### config.mk
export PLATFORM = sky130hd
export DESIGN_NAME = nios_system_sysid_ext_flat
export DESIGN_NICKNAME = d
export VERILOG_FILES = /design/src/rtl/nios_system_sysid_ext_if.sv /design/src/rtl/nios_system_sysid_ext.sv /design/src/flat_wrapper.sv
export SDC_FILE = /design/constraint.sdc
export NUM_CORES = 1
export LEC_CHECK = 0
export ABC_AREA = 1
export ABC_CLOCK_PERIOD_IN_PS = 2120
export CAP_MARGIN = 30
export CORE_ASPECT_RATIO = 0.75
export CORE_MARGIN = 1
export CORE_UTILIZATION = 54
export CTS_BUF_LIST = sky130_fd_sc_hd__clkbuf_8
export CTS_CLUSTER_SIZE = 24
export DETAILED_ROUTE_END_ITERATION = 7
export DONT_BUFFER_PORTS = 1
export GPL_TIMING_DRIVEN = 0
export PLACE_DENSITY = 0.7
export SLEW_MARGIN = 0
export SYNTH_ARGS = -nofsm -noshare
export SYNTH_HDL_FRONTEND = slang
export SYNTH_SLANG_ARGS = --single-unit
export TNS_END_PERCENT = 30
### constraint.sdc
create_clock -name clock -period 2.12 [get_ports clock]
set_clock_uncertainty 0.1 [all_clocks]
set_input_delay 0.424 -clock clock [delete_from_list [all_inputs] [get_ports clock]]
set_output_delay 0.424 -clock clock [all_outputs]
set_load 0.02 [all_outputs]
### src/rtl/nios_system_sysid_ext_if.sv
// Avalon-MM slave bus bundle for the system-ID peripheral: fixed read latency, no waitrequest.
interface nios_system_sysid_ext_if;
  logic [2:0]  address;
  logic        read;
  logic        write;
  logic [31:0] writedata;
  logic [31:0] readdata;
  logic        readdatavalid;

  modport slave (
    input  address, read, write, writedata,
    output readdata, readdatavalid
  );

  modport master (
    output address, read, write, writedata,
    input  readdata, readdatavalid
  );
endinterface

### src/rtl/nios_system_sysid_ext.sv
// System-ID slave: ID/timestamp words, prescaled uptime counter with coherent 64-bit
// snapshot read, scratch register and control/status register.
module nios_system_sysid_ext #(
  parameter logic [31:0] ID_VALUE  = 32'h50413D65,
  parameter logic [31:0] TIMESTAMP = 32'd0,
  parameter int          CNT_W     = 64,
  parameter int          PRESCALE  = 1
) (
  input  logic                  clock,
  input  logic                  reset,
  nios_system_sysid_ext_if.slave bus
);

  localparam logic [15:0] PS_LAST = 16'(PRESCALE - 1);

  logic [CNT_W-1:0]  counter;
  logic [CNT_W-33:0] snapshot;
  logic [15:0]       prescaler;
  logic [31:0]       scratch;
  logic              en;
  logic              wrap;

  logic              tick;
  logic              clr;
  logic              wr_scratch;
  logic              wr_ctrl;
  logic              rd_lo;
  logic [31:0]       read_mux;

  always_comb begin
    wr_scratch = bus.write && (bus.address == 3'd4);
    wr_ctrl    = bus.write && (bus.address == 3'd5);
    clr        = wr_ctrl && bus.writedata[1];
    rd_lo      = bus.read && (bus.address == 3'd2);
    tick       = en && (prescaler == PS_LAST);
  end

  // Read data comes from the pre-edge register values, so a same-cycle write is not visible.
  always_comb begin
    read_mux = 32'd0;
    case (bus.address)
      3'd0:    read_mux = ID_VALUE;
      3'd1:    read_mux = TIMESTAMP;
      3'd2:    read_mux = counter[31:0];
      3'd3:    read_mux = 32'(snapshot);
      3'd4:    read_mux = scratch;
      3'd5:    read_mux = {29'd0, wrap, 1'b0, en};
      default: read_mux = 32'd0;
    endcase
  end

  always_ff @(posedge clock) begin
    if (reset) begin
      prescaler <= 16'd0;
      counter   <= '0;
    end else if (clr) begin
      prescaler <= 16'd0;
      counter   <= '0;
    end else if (en) begin
      prescaler <= tick ? 16'd0 : prescaler + 16'd1;
      if (tick) begin
        counter <= counter + CNT_W'(1);
      end
    end
  end

  // A wrap that happens on the same edge as a clear-request keeps WRAP set.
  always_ff @(posedge clock) begin
    if (reset) begin
      en      <= 1'b1;
      wrap    <= 1'b0;
      scratch <= 32'd0;
    end else begin
      if (wr_ctrl) begin
        en <= bus.writedata[0];
      end
      if (tick && (&counter) && !clr) begin
        wrap <= 1'b1;
      end else if (wr_ctrl && bus.writedata[2]) begin
        wrap <= 1'b0;
      end
      if (wr_scratch) begin
        scratch <= bus.writedata;
      end
    end
  end

  always_ff @(posedge clock) begin
    if (reset) begin
      snapshot          <= '0;
      bus.readdata      <= 32'd0;
      bus.readdatavalid <= 1'b0;
    end else begin
      bus.readdatavalid <= bus.read;
      if (bus.read) begin
        bus.readdata <= read_mux;
      end
      if (rd_lo) begin
        snapshot <= counter[CNT_W-1:32];
      end
    end
  end

endmodule
### src/flat_wrapper.sv
// flat-port wrapper written by rule: the top's interface ports become plain ports
module nios_system_sysid_ext_flat 
#(
  parameter logic [31:0] ID_VALUE  = 32'h50413D65,
  parameter logic [31:0] TIMESTAMP = 32'd0,
  parameter int          CNT_W     = 64,
  parameter int          PRESCALE  = 1
)
  (clock, reset, bus_address, bus_read, bus_write, bus_writedata, bus_readdata, bus_readdatavalid);
  nios_system_sysid_ext_if bus_i ();
  input  logic clock;
  input  logic reset;
  input wire logic [$bits(bus_i.address)-1:0] bus_address;
  input wire logic [$bits(bus_i.read)-1:0] bus_read;
  input wire logic [$bits(bus_i.write)-1:0] bus_write;
  input wire logic [$bits(bus_i.writedata)-1:0] bus_writedata;
  output wire logic [$bits(bus_i.readdata)-1:0] bus_readdata;
  output wire logic [$bits(bus_i.readdatavalid)-1:0] bus_readdatavalid;
  assign bus_i.address = bus_address;
  assign bus_i.read = bus_read;
  assign bus_i.write = bus_write;
  assign bus_i.writedata = bus_writedata;
  assign bus_readdata = bus_i.readdata;
  assign bus_readdatavalid = bus_i.readdatavalid;
  nios_system_sysid_ext #(.ID_VALUE(ID_VALUE), .TIMESTAMP(TIMESTAMP), .CNT_W(CNT_W), .PRESCALE(PRESCALE)) u_core (.clock(clock), .reset(reset), .bus(bus_i));
endmodule
Word level (Yosys, flattened, before mapping)
Index checks and enable logic that the tools add are counted.

word-level totals
  flip-flop bits (word level) = 179
  input bits = 39
  output and inout bits = 33
  word-level logic and storage cells = 33

operators by class
  $add $sub $neg = 2
  equality and inequality tests = 4
  multiplexer cells = 4
  reductions and logical operators = 15

operators with widths
  kind                                                              number
  32-bit one-hot mux with 5 select lines                            1
  64-bit by 1-bit adder with 64-bit output (second input constant)  1
  64-bit AND reduction                                              1
  16-bit by 1-bit adder with 16-bit output (second input constant)  1
  16-bit logical NOT                                                1
  16-bit two-way mux                                                1
  1-bit logical AND                                                 8
  3-bit by 2-bit == test with 1-bit output (second input constant)  2
  3-bit == test (second input constant)                             2
  3-bit logical NOT                                                 1
  1-bit two-way mux                                                 2
  2-bit AND reduction                                               1
  2-bit nonzero test                                                1
  2-bit OR reduction                                                1
  1-bit logical NOT                                                 1

Longest topological paths before layout
Gate-level depths: netlist of run 1.

  word-level depth = 6
  gate-level depth with buffers = 13
  depth with buffers taken out = 12

Worst setup path before layout of run 1
OpenSTA, ideal clock, no wires.

  path kind = register -> register
  start point = reg u_core.prescaler[0]
  end point = reg u_core.prescaler[1]
  library setup time = 0.120 ns
  data arrival time = 1.535 ns
  data required time = 1.900 ns
  path slack = 0.365 ns
  stages on the path, launching flop included = 14
  path buffers = 2
  clock period less this slack = 1.755 ns
  path through = dfxtp_1 > inv_1 > ha_1 > inv_1 > nor2_1 > nand2_1 > nor2_4 > nand2_2 > buf_6 > nand2_2 > inv_2 > buf_4 > nand3_1 > o31ai_1

on the way
  longest elaborated chain between the ends = 3
  elaborated cells on any way between the ends = 4
  classes of those cells = add/sub (1); mux (1); reduce/logical (2)

ends and longest elaborated chain
  element                                                                           RTL line                     source
  start, declared                                                                   nios_system_sysid_ext.sv:18  logic [15:0] prescaler;
  start signal, assigned                                                            nios_system_sysid_ext.sv:60  prescaler <= tick ? 16'd0 : prescaler + 16'd1;
  branches (longest 2 deep; another with 16-bit by 1-bit adder with 16-bit output)  n/a
  16-bit two-way mux (*)                                                            nios_system_sysid_ext.sv:60

Every way passes the cells marked *.
A chain may end at the register's enable or synchronous reset.

Final worst setup path of run 1
  start point = reg u_core.prescaler[1]
  end point = reg u_core.counter[25]

on the way
  longest elaborated chain between the ends = 3

ends and longest elaborated chain
  element                               RTL line                     source
  16-bit logical NOT                    nios_system_sysid_ext.sv:35  tick = en && (prescaler == PS_LAST);
  1-bit logical AND                     nios_system_sysid_ext.sv:35
  2-bit AND reduction (no source line)  n/a
  end signal, assigned                  nios_system_sysid_ext.sv:62  counter <= counter + CNT_W'(1);
  end, declared                         nios_system_sysid_ext.sv:16  logic [CNT_W-1:0] counter;

No other way between the ends.

==> flow_summary.json, run 1 <==
{
  "fmax_mhz": 494,
  "synth_seq_cells": 179,
  "leakagePower_nw": 3.31,
  "rsz0062_at_grt": "false",
  "drv_cap": 0,
  "cts_tree": "yes",
  "synth.cell_area_mm2": 0.00887,
  "clock_latency_ns": 0.49,
  "avgSynthCellArea_um2": 6.73,
  "drt_wl_total_mm": 27.7,
  "synth_edf_count": 0,
  "syn_inst": 1318,
  "yosys_warnings": 0,
  "antenna_found_initial": 0,
  "ys_types": 46,
  "post-route-period-util": 0.955,
  "fin_ws_ns": 0.0958,
  "post_drt_via_cell_ratio": 5.65,
  "period_needed_ns": 2.02,
  "critPathRequiredTime_ns": 2.40,
  "area_delta_synth_final_pct": 10.1,
  "hold_ws_ns": 0.0217,
  "relSlewSlack": 0.499,
  "grtUsageMet3": 0.0843,
  "hold_path.class": "input port to flip-flop",
  "cts.clk_slew.worst_paths_ns": 0.11,
  "syn-num-nets": 1360,
  "dieArea_mm2": 0.0170,
  "busiest_layer": "met1",
  "fp.dieW_um": 150,
  "grt_overflow_total": 0,
  "critical_path_class": "flip-flop to flip-flop",
  "drc": 0,
  "ys_seq_area_frac": 0.404,
  "critPathSlowestCell": "dfxtp_1",
  "wl_per_cell_um": 17.5,
  "grt_pass1_wl_mm": 41.7,
  "grt_max_degree": 19,
  "fp-row-count": 40,
  "io_pins": 72,
  "clock_path_buffers": 2,
  "groute.usage.overall": 0.329,
  "drtIter0Drc": 898,
  "instances_no_fill": 1578,
  "dp.cells": 1528,
  "rrSetupSlack_ns": 0.1,
  "end_kind": "flip-flop",
  "place_ws_ns": -0.160,
  "yosysMostFrequentCell": "nand2_1",
  "cp_cell_sequence": "inv_1, ha_4, inv_1, nor2_1, nand2_1, nor2_4, nand2_2, buf_6, nor2_2, xnor2_1, nor2_1",
  "tightest_slew_ns": 0.744,
  "post-route-util": 0.610,
  "synth_top_area_share": 0.404,
  "fin_area_mm2": 0.00977,
  "cts_inserted_buffers": 17,
  "synthTopCellsByArea": "dfxtp_1 40%, nand2_1 13%, nor2_1 7.6%, a21oi_1 7.2%, inv_1 6.4%",
  "start_util": 0.554,
  "cp-start-kind": "flip-flop",
  "placed_cell_area_mm2": 0.00914,
  "synth_common_cells": "307 x nand2_1, 180 x nor2_1, 179 x dfxtp_1, 152 x inv_1, 127 x a21oi_1",
  "gp_congestion": 0.956,
  "hold_viol": 0,
  "finalSetupViolations": 0,
  "power_density_mw_per_mm2": 635,
  "finalMaxSlewViolations": 0,
  "io_buffers": 0,
  "firstDrtPassIters": 5,
  "ys.flop_type": "dfxtp_1",
  "crit_arrival_ns": 2.30,
  "core_area_mm2": 0.0160,
  "root_buffer": "clkbuf_8",
  "grt_pass1_vias": 7682,
  "max_stage_delay_ns": 0.35,
  "grt.met2_usage": 0.474,
  "htree_levels": 4,
  "numClockSinks": 179,
  "critical_path.max_fanout": 10,
  "fillers": 1585,
  "vias": 8923,
  "die_y_um": 113,
  "postRouteAntennaNets": 0,
  "synth.largest_area_cell": "dfxtp_1",
  "seqCellArea_mm2": 0.00359,
  "layout.nets": 1397,
  "drive_gt1_frac": 0.0987,
  "multi_input_area_mm2": 0.00456,
  "ir_drop_mv": 0.458,
  "power_mw": 6.20,
  "synth-async-reset-ratio": 0,
  "grtUsageMet1": 0.482,
  "diodes": 0,
  "hpwl_mm": 21.6,
  "setup_tns_ns": 0,
  "status": "finished clean"
}
## repair_timing
| item | CTS | global route |
|---|---|---|
| cloned | 0 | 0 |
| hold endpoints to repair | 5 | 0 |
| resized for setup | 4 | 21 |
| pin swaps | 0 | 7 |
| hold buffers | 9 | 0 |
| setup endpoints to repair | 10 | 41 |
| buffers inserted | 0 | 9 |
## logic make-up after synthesis
kind of cell / share of synthesized area
adder cells (fa/ha/maj): 0.00423
XOR/XNOR: 0.0118
AND/OR/NAND/NOR: 0.326
AO/OA/AOI/OAI: 0.162
buffers and inverters: 0.0919
flip-flops: 0.404
## final cells by class
cell class	count	area share
Tap cell	210	0.0269
Timing Repair Buffer	18	0.0161
Sequential cell	179	0.367
Buffer	45	0.0213
Clock inverter	14	0.0145
Clock buffer	18	0.0254
Inverter	162	0.0623
Multi-Input combinational cell	932	0.466
## cell usage in the layout, fill, tap and decap left out, types with 3 or more instances in the layout
| master | instances |
|---|---|
| nand3_1 | 67 |
| nor2_1 | 172 |
| nor3b_1 | 3 |
| nand2_2 | 11 |
| nand2_1 | 304 |
| inv_8 | 4 |
| buf_2 | 19 |
| clkbuf_1 | 21 |
| nor3_2 | 3 |
| o211ai_1 | 9 |
| clkbuf_8 | 18 |
| o2111ai_1 | 8 |
| a21oi_1 | 126 |
| inv_1 | 151 |
| nor2_2 | 15 |
| xnor2_1 | 5 |
| inv_6 | 3 |
| o221ai_1 | 9 |
| o21ai_0 | 97 |
| o22ai_1 | 4 |
| nor3_1 | 18 |
| nand3b_1 | 4 |
| buf_4 | 11 |
| nand3_2 | 3 |
| nand4_1 | 23 |
| inv_2 | 10 |
| dlygate4sd3_1 | 9 |
| dfxtp_1 | 177 |
| nor2_4 | 19 |
| xor2_1 | 7 |
## worst max-delay path: cells and delay by family (launching register included)
family | cells | cell delay, ns
adders and majority gates | 1 | 0.16
xor gates and xnor gates | 1 | 0.17
and+or+nand+nor | 6 | 0.81
buffers and inverters | 3 | 0.33
DFF | 1 | 0.35
## flip-flops by register name, summed over array words and instances, names as in the netlist
name,count
u_core.snapshot,32
u_core.bus.readdata,32
u_core.counter,64
u_core.wrap,1
u_core.prescaler,16
u_core.scratch,32
u_core.en,1
u_core.bus.readdatavalid,1
## report_power, final
group	internal (mW)	total, mW	switching (mW)
Clock	0.903	2.34	1.43
Sequential	3.42	3.47	0.0479
Combinational	0.118	0.393	0.275
## routing by layer
| layer | routed length [µm] | share of wire |
|---|---|---|
| met3 | 2840 | 0.10 |
| met2 | 11300 | 0.41 |
| met1 | 12900 | 0.47 |
| met4 | 619 | 0.022 |
| met5 | 0 | 0 |
## final timing paths
kind / startpoint / to / cells past startpoint
setup / recovery: u_core.prescaler[1] / u_core.counter[25] / 11
hold / removal: bus_writedata[16] / u_core.scratch[16] / 2
setup reg to reg: u_core.prescaler[1] / u_core.counter[25] / 11
hold reg to reg: u_core.scratch[23] / u_core.scratch[23] / 2
Power figures use the tool's default switching activity.
==> run 2, diff against run 1 <==
Settings changed: ABC_CLOCK_PERIOD_IN_PS 2120 to 1650, PLACE_DENSITY 0.7 to 0.73.
Clock period 2.12 ns to 1.65 ns, I/O delays scaled along.
==> run 2 against run 1 <==
Effect of this change: highest routed layer unchanged; clock-buffer cell count decreased by 1; design area increased by 12%; hold slack got worse by 0.0038 ns; the flow now finishes with violations (negative setup slack); via count increased by 5.1%.
==> flow_summary.json, run 2 (synthesized netlist as in run 1, its figures left out) <==
{
  "antenna_found_initial": 0,
  "cp-start-kind": "flip-flop",
  "htree_levels": 4,
  "fp-row-count": 40,
  "io_buffers": 0,
  "relSlewSlack": 0.493,
  "ir_drop_mv": 0.627,
  "status": "finished, violations left",
  "dp.cells": 1528,
  "layout.nets": 1446,
  "cts.clk_slew.worst_paths_ns": 0.11,
  "largest_register_ffs": 64,
  "finalMaxSlewViolations": 0,
  "critical_path.max_fanout": 5,
  "drive_gt1_frac": 0.202,
  "critical_path_class": "flip-flop to flip-flop",
  "fin_area_mm2": 0.0109,
  "clock_path_buffers": 2,
  "root_buffer": "clkbuf_8",
  "grt_pass1_wl_mm": 45.3,
  "tightest_slew_ns": 0.758,
  "drt_wl_total_mm": 30.1,
  "fillers": 1337,
  "diodes": 0,
  "firstDrtPassIters": 8,
  "gp_congestion": 0.977,
  "max_stage_delay_ns": 0.34,
  "r2r-end": "u_core.counter[37]",
  "grt_max_degree": 20,
  "drv_cap": 0,
  "cts_tree": "yes",
  "grt_pass1_vias": 8471,
  "hold_start": "bus_writedata[8]",
  "reg2reg_depth": 11,
  "instances_no_fill": 1627,
  "multi_input_area_mm2": 0.00504,
  "end_kind": "flip-flop",
  "rsz0062_at_grt": "true",
  "worstReg2RegStart": "u_core.prescaler[1]",
  "power_mw": 8.33,
  "violations": "negative setup slack",
  "hold_path.class": "input port to flip-flop",
  "power_density_mw_per_mm2": 762,
  "leakagePower_nw": 3.72,
  "dieArea_mm2": 0.0170,
  "layout_commonest_cell": "nand2_1",
  "fp.dieW_um": 150,
  "post-route-util": 0.683,
  "post-route-period-util": 1.15,
  "start_util": 0.554,
  "post_drt_via_cell_ratio": 5.76,
  "numClockSinks": 179,
  "drtIter0Drc": 1032,
  "drc": 0,
  "area_delta_synth_final_pct": 23.2,
  "final_cell_mix": "288 x nand2_1, 147 x inv_1, 141 x dfxtp_1",
  "cts_inserted_buffers": 17,
  "die_y_um": 113,
  "vias": 9377,
  "grt_overflow_total": 0,
  "top_register": "u_core.counter",
  "seqCellArea_mm2": 0.00365,
  "io_pins": 72,
  "fmax_mhz": 525,
  "cp_cell_sequence": "inv_2, ha_4, inv_2, nor2_4, nand2_4, nor2_4, buf_12, nand3b_1, nor2_4, nand3_1, and3_1",
  "fin_ws_ns": -0.253,
  "core_area_mm2": 0.0160,
  "crit_arrival_ns": 2.18,
  "groute.usage.overall": 0.357,
  "place_ws_ns": -0.480,
  "wl_per_cell_um": 18.5,
  "finalSetupViolations": 78,
  "rrSetupSlack_ns": -0.25,
  "placed_cell_area_mm2": 0.00916,
  "critPathRequiredTime_ns": 1.93,
  "crit_start": "u_core.prescaler[1]",
  "whs_endpoint": "u_core.scratch[8]",
  "hpwl_mm": 21.9,
  "hold_viol": 0,
  "path_common_cell": "nor2_4",
  "period_needed_ns": 1.90,
  "critPathSlowestCell": "dfxtp_2",
  "postRouteAntennaNets": 0,
  "clock_latency_ns": 0.48,
  "hold_depth": 2
}
-- run 2: layout make-up --
type                       count  area share
tap                          210      0.0240
clock inverter                15      0.0166
clock buffer                  17      0.0214
timing repair buffer          67      0.0652
sequential                   179       0.334
inverter                     162      0.0576
buffer                        45      0.0205
multi-input combinational    932       0.461
-- run 2: per-stage QoR --
stage	hold slack (ns)	setup TNS, ns
floorplan	0.325	-0.00256
finish	0.0179	-8.94
detailed placement	0.346	-34.71
global placement	0.339	-31.65
global route	0.0310	-18.02
CTS	0.000927	-11.07
-- run 2: how the worst max path moves through the flow --
stage | slack (ns) | cells after the start | end
floorplan | -0.003 | 10 | u_core.counter[40]
global placement | -0.47 | 8 | u_core.counter[38]
detailed placement | -0.48 | 7 | u_core.snapshot[4]
CTS | -0.23 | 11 | u_core.counter[27]
global route | -0.34 | 12 | u_core.counter[53]
finish | -0.25 | 11 | u_core.counter[37]
-- run 2: where the power goes --
group          switching (mW)  total, mW  internal, mW
Clock                    1.90       3.20          1.30
Sequential             0.0698       4.46          4.39
Combinational           0.414      0.658         0.244
Total                    2.39       8.33          5.94
-- run 2: critical path, delay by kind of cell, from the launching register on --
kind / cells / cell delay [ns]
fa+ha+maj: 1 / 0.15
flops: 1 / 0.34
buf+inv: 3 / 0.25
simple gates: 7 / 0.95
-- run 2: per-layer routing --
metal  vias to the layer above  track usage  wire, µm
li1                       4446            -         -
met1                      4343        0.490     12600
met2                       512        0.522     12700
met3                        76        0.113      3760
met4                         0        0.132       939
met5                         -            0         0
-- run 2: what timing repair did --
action                     in CTS  in global routing
buffers inserted               19                 11
hold endpoints to repair       32                  0
gates cloned                    1                  1
setup endpoints to repair      77                111
hold buffers                   35                  0
pin swaps                      39                 52
gates resized for setup       116                105
